`src/rtl/zamanlayici_denetleyici.sv`:
```
// Wishbone-slave timer: prescaled 32-bit up-counter with compare, optional
// auto-reload and a level interrupt.
module zamanlayici_denetleyici #(
  parameter logic [15:0] BOLUCU_SIFIRLAMA = 16'd0
) (
  input  logic        clk_i,
  input  logic        rst_i,
  input  logic [4:0]  wb_adr_i,
  input  logic [31:0] wb_dat_i,
  input  logic        wb_we_i,
  input  logic        wb_stb_i,
  input  logic [3:0]  wb_sel_i,
  input  logic        wb_cyc_i,
  output logic        wb_ack_o,
  output logic [31:0] wb_dat_o,
  output logic        kesme_o
);
  logic [2:0]  kontrol;
  logic [15:0] bolucu, on_sayac;
  logic [31:0] sayac, karsilastirma, sonraki, okunan;
  logic        eslesme;
  logic        istek, yaz, tik, eslesti;
  logic        kontrol_yaz, bolucu_yaz, sayac_yaz, karsi_yaz, durum_temizle;
  logic [2:0]  kelime;
  logic        unused_adr;

  assign unused_adr = ^wb_adr_i[1:0];

  // A request is taken only while no ack is outstanding, so a held strobe
  // is served every other cycle.
  assign istek  = wb_cyc_i & wb_stb_i & ~wb_ack_o;
  assign yaz    = istek & wb_we_i;
  assign kelime = wb_adr_i[4:2];

  assign kontrol_yaz   = yaz && (kelime == 3'd0);
  assign bolucu_yaz    = yaz && (kelime == 3'd1);
  assign sayac_yaz     = yaz && (kelime == 3'd2);
  assign karsi_yaz     = yaz && (kelime == 3'd3);
  assign durum_temizle = yaz && (kelime == 3'd4) && wb_sel_i[0] && wb_dat_i[0];

  function automatic logic [31:0] bayt_birlestir(input logic [31:0] eski,
                                                 input logic [31:0] yeni,
                                                 input logic [3:0]  sel);
    logic [31:0] r;
    for (int i = 0; i < 4; i++)
      r[8*i +: 8] = sel[i] ? yeni[8*i +: 8] : eski[8*i +: 8];
    return r;
  endfunction

  assign tik     = kontrol[0] && (on_sayac == bolucu);
  assign sonraki = sayac + 32'd1;
  // A bus write to sayac swallows the tick, including its match.
  assign eslesti = tik && !sayac_yaz && (sonraki == karsilastirma);

  always_comb begin
    okunan = '0;
    case (kelime)
      3'd0:    okunan = {29'b0, kontrol};
      3'd1:    okunan = {16'b0, bolucu};
      3'd2:    okunan = sayac;
      3'd3:    okunan = karsilastirma;
      3'd4:    okunan = {31'b0, eslesme};
      default: okunan = '0;
    endcase
  end

  always_ff @(posedge clk_i or posedge rst_i) begin
    if (rst_i) begin
      wb_ack_o <= 1'b0;
      wb_dat_o <= '0;
    end else begin
      wb_ack_o <= istek;
      if (istek && !wb_we_i) wb_dat_o <= okunan;
    end
  end

  always_ff @(posedge clk_i or posedge rst_i) begin
    if (rst_i) begin
      kontrol       <= '0;
      bolucu        <= BOLUCU_SIFIRLAMA;
      karsilastirma <= 32'hFFFF_FFFF;
    end else begin
      if (kontrol_yaz && wb_sel_i[0]) kontrol <= wb_dat_i[2:0];
      if (bolucu_yaz && wb_sel_i[0])  bolucu[7:0]  <= wb_dat_i[7:0];
      if (bolucu_yaz && wb_sel_i[1])  bolucu[15:8] <= wb_dat_i[15:8];
      if (karsi_yaz) karsilastirma <= bayt_birlestir(karsilastirma, wb_dat_i, wb_sel_i);
    end
  end

  always_ff @(posedge clk_i or posedge rst_i) begin
    if (rst_i)                      on_sayac <= '0;
    else if (bolucu_yaz || !kontrol[0] || tik) on_sayac <= '0;
    else                            on_sayac <= on_sayac + 16'd1;
  end

  always_ff @(posedge clk_i or posedge rst_i) begin
    if (rst_i)          sayac <= '0;
    else if (sayac_yaz) sayac <= bayt_birlestir(sayac, wb_dat_i, wb_sel_i);
    else if (tik)       sayac <= (eslesti && kontrol[1]) ? 32'd0 : sonraki;
  end

  // Set has priority over write-1-clear.
  always_ff @(posedge clk_i or posedge rst_i) begin
    if (rst_i)              eslesme <= 1'b0;
    else if (eslesti)       eslesme <= 1'b1;
    else if (durum_temizle) eslesme <= 1'b0;
  end

  assign kesme_o = eslesme & kontrol[2];
endmodule
```
`config.mk`:
```
export PLATFORM = sky130hd
export DESIGN_NAME = zamanlayici_denetleyici
export DESIGN_NICKNAME = d
export VERILOG_FILES = /design/src/rtl/zamanlayici_denetleyici.sv
export SDC_FILE = /design/constraint.sdc
export NUM_CORES = 1
export LEC_CHECK = 0
export CORE_MARGIN = 5
export CORE_UTILIZATION = 52
export DETAILED_ROUTE_END_ITERATION = 8
export PLACE_DENSITY_LB_ADDON = 0.2
export SYNTH_ARGS = -nofsm -noshare
export SYNTH_HDL_FRONTEND = slang
export SYNTH_SLANG_ARGS = --single-unit
```
`constraint.sdc`:
```
create_clock -name clk_i -period 7.3 [get_ports clk_i]
set_input_delay 2.19 -clock clk_i [delete_from_list [all_inputs] [get_ports clk_i]]
set_output_delay 2.19 -clock clk_i [all_outputs]
set_load 0.01 [all_outputs]
```
After elaboration in Yosys (flattened, before gate mapping)
Cells that the tools add are included.

Add/subtract/negate cells: 2. Multipliers: 0. Div/mod/pow operators: 0. Magnitude comparators: 0. Equal/unequal tests: 10. Shifts and indexed selects: 0. Multiplexer cells: 11. Bitwise logic cells: 5. Reduce and logical (&&, ||, !) cells: 31.

Operators by type and width (count): $pmux 32 s5 (1); $mux 32 (3); $add 32x1->32 const B (1); $eq 32x32->1 (1); $mux 8 (4); $add 16x1->16 const B (1); $eq 16x16->1 (1); $mux 16 (1); $reduce_and 2->1 (8); $logic_and 1x1->1 (15); $ne 2x2->1 const B (4); $eq 3x2->1 const B (2); $and 1x1->1 (4); $reduce_bool 2->1 (2); $eq 3x1->1 const B (1); $eq 3x3->1 const B (1); $logic_not 1->1 (3); $logic_not 3->1 (1); $logic_or 1x1->1 (2); $mux 1 (2); $not 1->1 (1).

Register bits: 133. Latch bits: 0. Memory bits (writable): 0. Memory bits (read-only): 0. Bits of input ports: 46. Output and inout port bits: 34. Memories: 0.

Depth between registers and ports, before layout
Depth in word-level cells: 11. Gate-level depth with buffers: 12.

Worst setup path after synthesis
OpenSTA, ideal clock, no wires.

Kind: input port to flip-flop. Start: input port wb_adr_i[4]. End: register sayac[25]. Data arrival time: 4459 ps. Required time: 7174 ps. Path slack: 2715 ps. Stages: 11. Cells stage by stage: buf_2 > nand2b_1 > buf_2 > or3_1 > nand2_1 > or2_1 > or4_1 > nor4_1 > nand4_1 > buf_2 > a221o_1.

Word-level cells in the longest chain between the ends: 9.

RTL lines: from (decl) (RTL line 8) `input logic [4:0] wb_adr_i,`; $eq 3x2->1 (*) (RTL line 37) `assign sayac_yaz = yaz && (kelime == 3'd2);`; $logic_and 1x1->1 (*) (RTL line 37); $logic_not 1->1 (RTL line 53) `assign eslesti = tik && !sayac_yaz && (sonraki == karsilastirma);`; $logic_and 1x1->1 (2 in a row) (RTL line 53); $logic_and 1x1->1 (RTL line 99) `else if (tik) sayac <= (eslesti && kontrol[1]) ? 32'd0 : sonraki;`; $mux 32 (2 in a row) (RTL line 99); $mux 32 (RTL line 98) `else if (sayac_yaz) sayac <= bayt_birlestir(sayac, wb_dat_i, wb_sel_i);`; to (signal assigned) (RTL line 98); to (signal assigned) (RTL line 99); to (decl) (RTL line 20) `logic [31:0] sayac, karsilastirma, sonraki, okunan;`.

Every way passes the cells marked *; elsewhere a longest branch is shown, timed or not. The select of a mux whose other input is x is not followed. A chain may end at the register's enable or synchronous reset.

Worst setup path in the final report
Start: input port wb_adr_i[4]. End: register sayac[21].

The elaborated chain is that of the path after synthesis.

==> results by group <==
Clock network
  • CTS Hold Bufs: 0
  • Clock latency on the worst-skew pair: 0.43 ns
  • CTS tree: built
  • Root Buffer: clkbuf_16
  • H-tree depth: 4
  • Maximum buffer depth of the clock tree: 2
  • Clock buffer count from CTS: 17
  • Clock sink count: 133
  • Gates resized, CTS repair: 0
  • Reg clk slew, reported paths: 0.06 ns
  • Post-CTS Setup Bufs: 0

Layout
  • Fraction of layout cells with a size suffix above 1: 0.149
  • Commonest cells after routing, fill and taps aside: nand2_1 (105), dfrtp_1 (101), clkdlybuf4s50_1 (76)
  • Inserted Diodes: 0
  • Area grow syn2layout: 17.8%
  • Post-layout util: 0.620
  • Commonest non-fill, non-tap cell in the layout: nand2_1
  • Number of nets in the layout: 1,004

Drt
  • Initial DRC Count: 593
  • Remaining DRCs: 0
  • Final wirelength: 23,600 um
  • DR pass1 iterations: 6
  • Via count: 7,343
  • DR WL/cell: 20.0 um
  • Post-DR vias/cell: 6.20
  • Remaining antenna violation count after routing: 0

Critical path
  • CP Class: primary input to flop
  • Required time of the critical path: 7.61 ns
  • CP endpoint kind: flop
  • Crit-path max FO: 47
  • Slowest stage delay, CP: 0.70 ns
  • Max stage delay cell, worst path: nand2b_1
  • CP cell instances: clkdlybuf4s50_1 > nand2b_1 > or3_1 > buf_4 > o2111ai_1 > nor4_1 > nand4_1 > nor3_2 > a22o_1 > nand2_1
  • Startpoint types: primary input
  • Crit path arrival time: 5.76 ns

Power and ir drop
  • Total Power: 0.00299 W
  • P_leak: 4.09 nW
  • Max VDD drop: 0.186 mV
  • Pwr dens: 306 nW/um^2

Yosys
  • Synth top area cells: dfrtp_1 (30%), dfstp_2 (10%), mux2_2 (7.6%)
  • Synth area leader: dfrtp_1
  • Synthesized area: 8300 sq um
  • Synthesized Nets: 967
  • Post-synth EDFFs: 0
  • Sequential share of the synthesized area: 0.406
  • Ys Warns: 0
  • Synth Flop Type: dfrtp_1
  • FF+latch count, synth: 133
  • Async SR Flop Fraction: 1.00
  • Netlist cell types: 63
  • Syn_area_per_cell: 9.03 sq um
  • Mapped Cells: 919
  • Top-area cell type share of the netlist area: 0.304

Status
  • Outcome: finished, final reports clean

Die
  • Initial Util: 0.526
  • Die Footprint: 18,600 sq um
  • # IOs: 80
  • Chip width: 136 um
  • Rows: 46
  • Die Span Y: 136 um
  • CORE AREA: 15,800 sq um

Global route
  • Total congestion overflow: 0
  • Largest net degree at the start of global routing: 56
  • GRT Total Usage: 0.262
  • Vias in the first global route: 6,851
  • Initial antenna violation count: 0
  • First-pass GRT wire length: 37,900 um

Timing
  • RSZ-0062 raised after global routing: false
  • Tmin final: 5.45 ns
  • F_max: 183 MHz
  • Worst Skew: 0.0130 ns
  • Actual slew at the worst max-slew pin: 1.09 ns
  • Final hold viol count: 0
  • TNS Setup: 0 ns
  • Slew margin rel.: 0.270
  • Final period utilization: 0.747
  • Pins Over Slew Limit: 0
  • Final setup fails: 0

Worst hold path
  • HP Class: flop to flop

Flow run
  • Max-cap viol count: 0

Placement
  • GP Congestion: 0.990
  • Dpl hpwl: 17,000 um
  • Port Buf Inserts: 77
[kinds of logic after synthesis]
logic type / after synthesis / share of synthesized area
buffers and inverters: 91 / 0.0449
multiplexers: 75 / 0.102
AND/OR/NAND/NOR: 380 / 0.233
adder cells (fa/ha/maj): 2 / 0.00301
flip-flops: 133 / 0.406
AO/OA/AOI/OAI: 172 / 0.142
XOR/XNOR: 66 / 0.0696
[sequential cells by signal (all words and copies together) (netlist names)]
name	cells
on_sayac	16
sayac	32
bolucu	16
eslesme	1
karsilastirma	32
kontrol	3
wb_ack_o	1
wb_dat_o	32
[through the flow]
| step | hold WS (ns) | instance area, sq um | worst slack, ns | cells |
|---|---|---|---|---|
| final | 0.471 | 9780 | 1.85 | 1185 |
| after detailed placement | 0.465 | 9140 | 1.51 | 1153 |
| after floorplan | 0.478 | 8300 | 1.61 | 919 |
| after CTS | 0.477 | 9780 | 1.95 | 1185 |
| after global placement | 0.459 | 9140 | 1.53 | 1153 |
| after global routing | 0.489 | 9780 | 1.68 | 1185 |
[area by class of cell]
cell class	instances	area (sq um)
clock buffers	21	470
clock inverters	11	174
fillers	1381	5990
inverters	20	77.6
multi-input cells	695	4570
flip-flops and latches	133	3370
well taps	216	270
repair buffers	89	856
[synthesized netlist by cell type (all sizes together) (5+ instances only)]
cell,n
a21oi,10
a22o,5
a22oi,24
a31oi,20
and2,13
and3,22
buf,28
clkbuf,43
dfrtp,101
dfstp,32
inv,20
mux2,56
mux2i,17
nand2,105
nand2b,5
nand3,56
nand4,31
nor2,59
nor2b,6
nor3,26
nor4,16
o211ai,17
o21ai,41
o31ai,22
or3,15
or4,8
xnor2,26
xor2,40
[layer usage]
layer,track usage,wire length [um],vias up
li1,-,-,3439
met1,0.388,11000,3605
met2,0.395,10700,266
met3,0.0470,1590,33
met4,0.0722,349,0
met5,0,0,-
[report_power, final]
group | total (W) | leakage (nW) | switching [W] | internal (W)
Combinational | 0.00107 | 2.22 | 0.000643 | 0.000428
Clock | 0.000937 | 0.306 | 0.000337 | 0.000600
Sequential | 0.000986 | 1.56 | 0.000138 | 0.000847
Total | 0.00299 | 4.09 | 0.00112 | 0.00188
[worst paths after layout]
check	start	to	slack (ns)	cells after the start
worst max register to register	sayac[7]$_DFFE_PP0P_	sayac[12]$_DFFE_PP0P_	3.32	10
worst max-delay path	wb_adr_i[4]	sayac[21]$_DFFE_PP0P_	1.85	10
worst min-delay path	wb_dat_o[20]$_DFFE_PP0P_	wb_dat_o[20]$_DFFE_PP0P_	0.47	2
min in group asynchronous	rst_i	sayac[31]$_DFFE_PP0P_	2.21	2
worst min register to register	wb_dat_o[20]$_DFFE_PP0P_	wb_dat_o[20]$_DFFE_PP0P_	0.47	2
max in group asynchronous	rst_i	karsilastirma[21]$_DFFE_PP1P_	4.06	3
[critical path: cells and delay by family]
| kind | cells | cell delay (ns) |
|---|---|---|
| AND/OR/NAND/NOR | 6 | 2.03 |
| AO/OA/AOI/OAI | 2 | 0.45 |
| buffers and inverters | 2 | 1.06 |
Power figures use the tool's default switching activity.
==> patch (same flow settings) <==
Reset style: synchronous (`rst_i`), changed in 5 clocked blocks.
--- a/src/rtl/zamanlayici_denetleyici.sv
+++ b/src/rtl/zamanlayici_denetleyici.sv
@@ -66,3 +66,3 @@
 
-  always_ff @(posedge clk_i or posedge rst_i) begin
+  always_ff @(posedge clk_i) begin
     if (rst_i) begin
@@ -76,3 +76,3 @@
 
-  always_ff @(posedge clk_i or posedge rst_i) begin
+  always_ff @(posedge clk_i) begin
     if (rst_i) begin
@@ -89,3 +89,3 @@
 
-  always_ff @(posedge clk_i or posedge rst_i) begin
+  always_ff @(posedge clk_i) begin
     if (rst_i)                      on_sayac <= '0;
@@ -95,3 +95,3 @@
 
-  always_ff @(posedge clk_i or posedge rst_i) begin
+  always_ff @(posedge clk_i) begin
     if (rst_i)          sayac <= '0;
@@ -102,3 +102,3 @@
   // Set has priority over write-1-clear.
-  always_ff @(posedge clk_i or posedge rst_i) begin
+  always_ff @(posedge clk_i) begin
     if (rst_i)              eslesme <= 1'b0;
Check against the original RTL: differs if rst_i is asserted again (counterexample within 4 cycles, from zero or initial values and one cycle with rst_i high); with rst_i held inactive, the same outputs for 4 cycles.
==> patch against the unedited design <==
- hold slack better by 0.014 ns
- sequential cell count stayed put
- core utilization fell by 0.61 points
- routed wire length down 1.6%
- global-route usage shrank 0.85 points
- synthesized area shrank 5.3%
- setup slack gained 0.43 ns
- cell area is 5.6% lower
Power is not compared: it rests on default switching activity, and its combinational part moved more than twofold at a synthesized area within 25%.
==> patch: results (changes against the unedited design) <==
• outcome: finished, final reports clean, unchanged
• routed length on met1: 10900 um, was 11000 um
• cell types with the highest counts after synthesis: 133 x dfxtp_1, 129 x nand2_1, 101 x nor2_1, was 105 x nand2_1, 101 x dfrtp_1, 59 x nor2_1
• number of distinct library cell variants in the gate-level netlist after synthesis: 69, was 63
• Min-Delay Endpoint: wb_dat_o[29], was wb_dat_o[20]
• Post-Route Skew: 0.00791 ns, was 0.0130 ns
• vias in the first global route: 6635, was 6851
• number of fillers in the final layout: 1352, was 1381
• synthesized-area fraction occupied by adder cells: 0.00318, was 0.00301
• Worst path max stage delay: 0.53 ns, was 0.70 ns
• end point of the critical path: sayac[6], was sayac[21]
• RePlAce Congestion: 0.956, was 0.990
• worst-case hold slack: 0.485 ns, was 0.471 ns
• met3 WL: 2180 um, was 1590 um
• aggregate routed wire length: 23300 um, was 23600 um
• multiplexer fraction of the synthesized cell area: 0.0654, was 0.102
• xor/xnor share of the synthesized area: 0.0779, was 0.0696
• critical path arrival: 5.31 ns, was 5.76 ns
• overall global routing resource usage: 0.253, was 0.262
• Worst R2R Setup Slack: 2.67 ns, was 3.32 ns
• leading post-synthesis cells by cell area: dfxtp_1 34%, nand2_1 6.2%, nor2_1 4.8%, was dfrtp_1 30%, dfstp_2 10%, mux2_2 7.6%
• net count reported at finish: 1081, was 1004
• violation count after the first detailed-route iteration: 898, was 593
• wire length on met2: 9780 um, was 10700 um
• drt first pass iters: 5, was 6
• Slew headroom: 0.218, was 0.270
• GR Layer Usage met3: 0.0639, was 0.0470
• largest fanout on the critical path: 23, was 47
• synthesized-area fraction occupied by ao, oa, aoi and oai cells: 0.167, was 0.142
• count of cells along the worst register-to-register path: 9, was 10
## patch: cell types whose count changed after synthesis, moves of 18 or more
cell,change
dfxtp_1,+133
dfrtp_1,-101
a21oi_1,+49
nor2_1,+42
mux2_2,-41
dfstp_2,-32
nand2_1,+24
nand3b_1,+24
o31ai_1,-18
## patch: per-stage QoR
stage	cell area (um^2)	std cells	power (mW)	setup slack [ns]	utilization
floorplan	7870	1008	0.854	3.21	-
global placement	8610	1202	0.911	1.91	0.573
detailed placement	8610	1202	0.912	1.87	0.573
CTS	9240	1234	1.81	2.34	0.614
global route	9240	1234	1.86	2.15	0.614
finish	9240	1234	1.81	2.28	0.614
## patch: layout make-up
class,instances,share of cell area
Clock inverter,12,0.0194
Multi-Input combinational cell,785,0.524
Tap cell,188,0.0255
Sequential cell,133,0.288
Inverter,9,0.00366
Timing Repair Buffer,87,0.0908
Clock buffer,20,0.0484
